$ cat config.mk
export PLATFORM = sky130hd
export DESIGN_NAME = mem_stage
export DESIGN_NICKNAME = d
export VERILOG_FILES = /design/src/rtl/mem_stage_pkg.sv /design/src/rtl/mem_stage.sv
export SDC_FILE = /design/constraint.sdc
export NUM_CORES = 1
export LEC_CHECK = 0
export ABC_CLOCK_PERIOD_IN_PS = 1110
export BUFFER_PORTS_ARGS = -buffer_cell sky130_fd_sc_hd__buf_2
export CORE_MARGIN = 4
export CORE_UTILIZATION = 30
export DETAILED_ROUTE_END_ITERATION = 10
export PLACE_DENSITY = 0.59
export SETUP_SLACK_MARGIN = 0.15
export SLEW_MARGIN = 20
export SYNTH_ARGS = -nofsm -noshare
export SYNTH_HDL_FRONTEND = slang
export SYNTH_SLANG_ARGS = --single-unit
$ cat constraint.sdc
create_clock -name clk -period 1.11 [get_ports clk]
set_input_delay 0.0555 -clock clk [delete_from_list [all_inputs] [get_ports clk]]
set_output_delay 0.0555 -clock clk [all_outputs]
set_load 0.005 [all_outputs]
$ cat src/rtl/mem_stage_pkg.sv
// Shared field widths and payload layout for the EXU->MEM and MEM->WB buses.
package mem_stage_pkg;

    localparam int unsigned XLEN         = 32;
    localparam int unsigned DEST_W       = 5;
    localparam int unsigned EX_MEM_BUS_W = DEST_W + 2;
    localparam int unsigned MEM_WB_BUS_W = DEST_W + 1;

    typedef struct packed {
        logic              res_from_mem;
        logic              gr_we;
        logic [DEST_W-1:0] dest;
    } ex_sig_t;

    function automatic logic [XLEN-1:0] select_result(
        input logic            res_from_mem,
        input logic [XLEN-1:0] load_data,
        input logic [XLEN-1:0] alu_result
    );
        return res_from_mem ? load_data : alu_result;
    endfunction

endpackage

$ cat src/rtl/mem_stage.sv
// Memory-access pipeline stage: latches the EXU payload, selects load data or ALU
// result for WB, and drives the MEM->IDU bypass signals.
module mem_stage
    import mem_stage_pkg::*;
(
    input  logic                    clk,
    input  logic                    reset,
    input  logic                    EXU_to_MEM_valid,
    output logic                    MEM_allow_in,
    input  logic                    WB_allow_in,
    output logic                    MEM_ready_go,
    output logic                    MEM_to_WB_valid,
    input  logic [XLEN-1:0]         EXU_pc_to_MEM,
    input  logic [XLEN-1:0]         EXU_inst_to_MEM,
    input  logic [XLEN-1:0]         EXU_alu_result_to_MEM,
    input  logic [EX_MEM_BUS_W-1:0] EXU_signals_pass_to_MEM,
    input  logic [XLEN-1:0]         data_sram_rdata,
    output logic [XLEN-1:0]         MEM_pc_to_WB,
    output logic [XLEN-1:0]         MEM_inst_to_WB,
    output logic [XLEN-1:0]         MEM_final_result_to_WB,
    output logic [MEM_WB_BUS_W-1:0] MEM_signals_pass_to_WB,
    output logic                    MEM_to_IDU_gr_we,
    output logic [DEST_W-1:0]       MEM_to_IDU_dest,
    output logic                    MEM_to_IDU_valid,
    output logic [XLEN-1:0]         MEM_to_IDU_forward
);

    logic            mem_valid_q, mem_valid_d;
    logic            first_cyc_q, first_cyc_d;
    logic [XLEN-1:0] pc_q, pc_d;
    logic [XLEN-1:0] inst_q, inst_d;
    logic [XLEN-1:0] alu_result_q, alu_result_d;
    ex_sig_t         sig_q, sig_d;
    logic [XLEN-1:0] rdata_buf_q, rdata_buf_d;

    logic            accept;
    logic [XLEN-1:0] load_data;
    logic [XLEN-1:0] final_result;

    always_comb begin
        MEM_ready_go = 1'b1;
        MEM_allow_in = !mem_valid_q | (MEM_ready_go & WB_allow_in);
        accept       = EXU_to_MEM_valid & MEM_allow_in;

        mem_valid_d  = mem_valid_q;
        pc_d         = pc_q;
        inst_d       = inst_q;
        alu_result_d = alu_result_q;
        sig_d        = sig_q;
        rdata_buf_d  = rdata_buf_q;

        if (MEM_allow_in) begin
            mem_valid_d = EXU_to_MEM_valid;
        end
        if (accept) begin
            pc_d         = EXU_pc_to_MEM;
            inst_d       = EXU_inst_to_MEM;
            alu_result_d = EXU_alu_result_to_MEM;
            sig_d        = ex_sig_t'(EXU_signals_pass_to_MEM);
        end

        // SRAM data is only valid in the first cycle; capture it so a WB stall
        // cannot let the next address's data leak into the held result.
        first_cyc_d = accept;
        if (first_cyc_q & mem_valid_q) begin
            rdata_buf_d = data_sram_rdata;
        end

        load_data    = first_cyc_q ? data_sram_rdata : rdata_buf_q;
        final_result = select_result(sig_q.res_from_mem, load_data, alu_result_q);
    end

    always_ff @(posedge clk) begin
        if (reset) begin
            mem_valid_q  <= 1'b0;
            first_cyc_q  <= 1'b0;
            pc_q         <= '0;
            inst_q       <= '0;
            alu_result_q <= '0;
            sig_q        <= '0;
            rdata_buf_q  <= '0;
        end else begin
            mem_valid_q  <= mem_valid_d;
            first_cyc_q  <= first_cyc_d;
            pc_q         <= pc_d;
            inst_q       <= inst_d;
            alu_result_q <= alu_result_d;
            sig_q        <= sig_d;
            rdata_buf_q  <= rdata_buf_d;
        end
    end

    assign MEM_to_WB_valid        = mem_valid_q & MEM_ready_go;
    assign MEM_pc_to_WB           = pc_q;
    assign MEM_inst_to_WB         = inst_q;
    assign MEM_final_result_to_WB = final_result;
    assign MEM_signals_pass_to_WB = {sig_q.gr_we, sig_q.dest};
    assign MEM_to_IDU_gr_we       = sig_q.gr_we;
    assign MEM_to_IDU_dest        = sig_q.dest;
    assign MEM_to_IDU_valid       = mem_valid_q;
    assign MEM_to_IDU_forward     = final_result;

endmodule
# Yosys cells after proc, flatten, opt, wreduce, memory -nomap -nowiden
# Cells that the tools add are included.
[totals]
romBits = 0
mem_count = 0
in_bits = 139
mem_bits_rw = 0
latch_bits = 0
regBits = 137
[op_classes]
n_shift = 0
n_reduce_logical = 1
add_sub_neg = 0
div = 0
n_eq_ne = 0
multipliers = 0
bitwise = 3
order_cmp = 0
muxes = 2
[op_table]
columns = ["cell", "n"]
rows = [
  ["$mux W32", 2],
  ["$and A1 B1 Y1", 2],
  ["$logic_not A1 Y1", 1],
  ["$or A1 B1 Y1", 1],
]

# Longest topological paths before layout
[depth]
ltp_word = 3
mapped_depth = 6
depth_no_buf = 3

# Least setup slack after synthesis
# OpenSTA, ideal clock, no wires.
[synth_path]
path_kind = "reg2out"
from = "register sig_q[6] in the netlist's numbering"
to = "output MEM_to_IDU_forward[2]"
n_path_buf = 3
arrival_ps = 1137
path_stages_with_launch = 6
path_slack_ps = -83
path_cell_list = "dfxtp_1 > buf_2 > buf_1 > nor2_1 > a21oi_1 > buf_4"
[synth_between]
elab_chain_cells = 1
[synth_lines]
columns = ["element", "line_no", "rtl"]
rows = [
  ["from (decl)", "mem_stage.sv:33", "ex_sig_t sig_q, sig_d;"],
  ["from (signal assigned)", "mem_stage.sv:88", "sig_q <= sig_d;"],
  ["$mux W32", "mem_stage_pkg.sv:20", "return res_from_mem ? load_data : alu_result;"],
  ["to (decl)", "mem_stage.sv:25", "output logic [XLEN-1:0] MEM_to_IDU_forward"],
]
# No other way between the ends.

# Worst setup path after layout
[layout_path]
from = "register first_cyc_q"
to = "output MEM_final_result_to_WB[1]"
[layout_between]
elab_chain_cells = 2
[layout_lines]
columns = ["element", "line_no", "rtl"]
rows = [
  ["from (decl)", "mem_stage.sv:29", "logic first_cyc_q, first_cyc_d;"],
  ["from (signal assigned)", "mem_stage.sv:84", "first_cyc_q <= first_cyc_d;"],
  ["$mux W32", "mem_stage.sv:69", "load_data = first_cyc_q ? data_sram_rdata : rdata_buf_q;"],
  ["$mux W32", "mem_stage_pkg.sv:20", ""],
  ["to (decl)", "mem_stage.sv:20", "output logic [XLEN-1:0] MEM_final_result_to_WB,"],
]
# No other way between the ends.

==> impl_results.md <==
* Vias/cell at 4.80
* DP Cell Count at 1265
* Layout cell share with drive strength beyond 1 at 53.3%
* Critical Path End Type: output pin
* Total routed wirelength at roughly 26 mm
* FMAX at 640 MHz
* First-pass GRT wire length at 38.9 mm
* Placed Instance Area at 8480 um^2
* Per-cell routed wire length at 17.3 um
* Pwr dens at 1170 nW/um^2
* Max-Cap Viols at 0
* I/O Pins at 283
* Clock Skews at 0.0103 ns
* Design Area, Final at 12200 um^2
* Post-DP HPWL at 13.9 mm
* Setup violations, final at 202
* Outcome: complete, but fails checks
* Number of nets in the layout at 1315
* Iteration-0 DRC Markers at 303
* Yosys warnings at 0
* CP arrival at 1.51 ns
* Kind of critical path: flop to output pin
* Failing checks: setup timing
* Die W at around 160 um
* DR pass1 iterations at 4
* Global route overflow at 0
* Synth top area cells: dfxtp_1 (40%), a21bo_1 (15%), a21oi_1 (8.2%), nand3_1 (7.5%), a21oi_2 (7.0%)
* Mapped cell area at 6900 um^2
* Unrepaired setup endpoints after global routing: yes
* Core area at 22600 um^2
* Final hold slack at 0.0223 ns
* Largest net degree at the start of global routing at 47
* Total Routing Usage GR at 18.5%
* Synthesized instance count at just under 800
* Fin crit share at 141%
* Pins Over Slew Limit at 0
* Initial antenna violation count at 1
* Most frequent cells in the layout: buf_2 (265), dlygate4sd3_1 (136), a21oi_2 (116), a21bo_1 (103), dfxtp_1 (87)
* Vias in the first global route at between 7000 and 8000
* Yosys reg bits at 137
* Finished Layout Cells at 1475
* CTS buffer count at 17
* Area leader, netlist: dfxtp_1
* DRC Markers at 0
* Clock root buffer: clkbuf_16
* Critical Path Start Type: flop
* Area of the multi-input gates at 3960 um^2
* IO Port Bufs at 281
* Crit path required time at 1.05 ns
* Htree depth at 4
* CTS max path bufs at 2
* Worst-Skew Late Latency at 0.41 ns
* Rows at 55
* Worst Hold Class: input port to flop
* Final setup margin at -0.453 ns
* Fill cells at 1909
* Post-Syn Nets at ~910
* Die area at 25500 um^2
* Post-synth cell types at 19
* Routability cong. at 0.775
* Via count at around 7100
* FF+latch area at roughly 2800 um^2
* Crit path time final at 1.56 ns
* Synth top area share at 39.8%
* Setup TNS at -44.15 ns
* Worst Path Max Fanout at 14
* CTS Sinks at 137
* VDD IR-drop max at 0.812 mV
* CTS tree: done
* Die height at approximately 160 um
* Layout area overhead at 77.0%
* Initial Utilization at 30.5%
* Antenna viol nets, final at 0
* CTS clk-pin slew, worst paths at 0.06 ns
* Syn Area/Cell at around 9 um^2
* Commonest non-fill, non-tap cell in the layout: buf_2
* Fin. Hold Viols at 0
* LEAKAGE at 5.19 nW
* Sequential area share after synthesis at 39.8%
-- through the flow --
step | worst slack (ns) | utilization (%) | total power [mW]
finish | -0.453 | 53.9 | 14.3
detailed placement | -0.0457 | 37.5 | 7.52
global placement | -0.0128 | 37.5 | 7.51
global route | -0.522 | 53.9 | 14.9
floorplan | 0.0315 | - | 6.74
CTS | -0.433 | 51.6 | 14.1
-- where the power goes --
group,switching (mW),internal [mW],total [mW]
Clock,2.31,3.39,5.70
Sequential,0.159,5.18,5.34
Combinational,1.44,1.79,3.24
-- routing by layer --
metal  up-vias  GRT usage (%)  share of wire, %
li1       3463              -                 -
met1      3321           22.6                42
met2       264           31.8                50
met3        35           4.70               6.3
met4         0           6.11               1.9
met5         -              0                 0
-- kinds of logic after synthesis --
logic type | count (synthesis) | share of synthesized area (%)
compound gates | 271 | 30.1
simple gates | 204 | 13.2
flops | 137 | 39.8
buf+inv | 125 | 12.2
mux | 32 | 4.64
other cells | 1 | 0.0544
-- cells in the mapped netlist, drive strengths merged --
library cell / number
conb: 1
nand2: 66
nand2b: 1
a21bo: 103
nand3: 103
buf: 108
nor2: 33
inv: 1
clkbuf: 16
a21oi: 168
mux2i: 32
dfxtp: 137
and2: 1
-- path summary, 6_finish.rpt --
| path | depth (start not counted) | slack [ns] | startpoint | end |
|---|---|---|---|---|
| worst max-delay path | 4 | -0.45 | first_cyc_q | MEM_final_result_to_WB[1] |
| worst min-delay path | 3 | 0.02 | EXU_to_MEM_valid | MEM_pc_to_WB[9] |
| worst max register to register | 7 | -0.28 | MEM_to_IDU_valid | MEM_inst_to_WB[17] |
| worst min register to register | 2 | 0.45 | rdata_buf_q[9] | rdata_buf_q[9] |
-- critical path, cell delays in order (launching register included) --
cell	delay [ns]
dfxtp_4	0.42
buf_12	0.19
mux2i_1	0.27
a21oi_2	0.09
buf_2	0.13
-- state kept, by name (all words and copies together), names as in the netlist --
signal,flops
MEM_to_IDU_gr_we,1
MEM_to_IDU_valid,1
MEM_inst_to_WB,32
first_cyc_q,1
sig_q,1
alu_result_q,32
MEM_pc_to_WB,32
MEM_to_IDU_dest,5
rdata_buf_q,32
-- area by class of cell --
type | instances | share of cell area (%)
Timing Repair Buffer | 511 | 36.7
Sequential cell | 137 | 23.1
Clock buffer | 19 | 3.63
Inverter | 1 | 0.0308
Multi-Input combinational cell | 508 | 32.4
Antenna cell | 1 | 0.0205
Clock inverter | 13 | 1.17
Tap cell | 285 | 2.92
-- what timing repair did --
item                                    CTS  global route
gates cloned                             19             2
setup buffers                            18             2
gates resized for setup                 149           124
hold buffers                            136             0
pin swaps                               132            22
endpoints found under the setup margin  215           254
hold endpoints to repair                136             0
No activity file was read; power rests on OpenSTA's default activity.
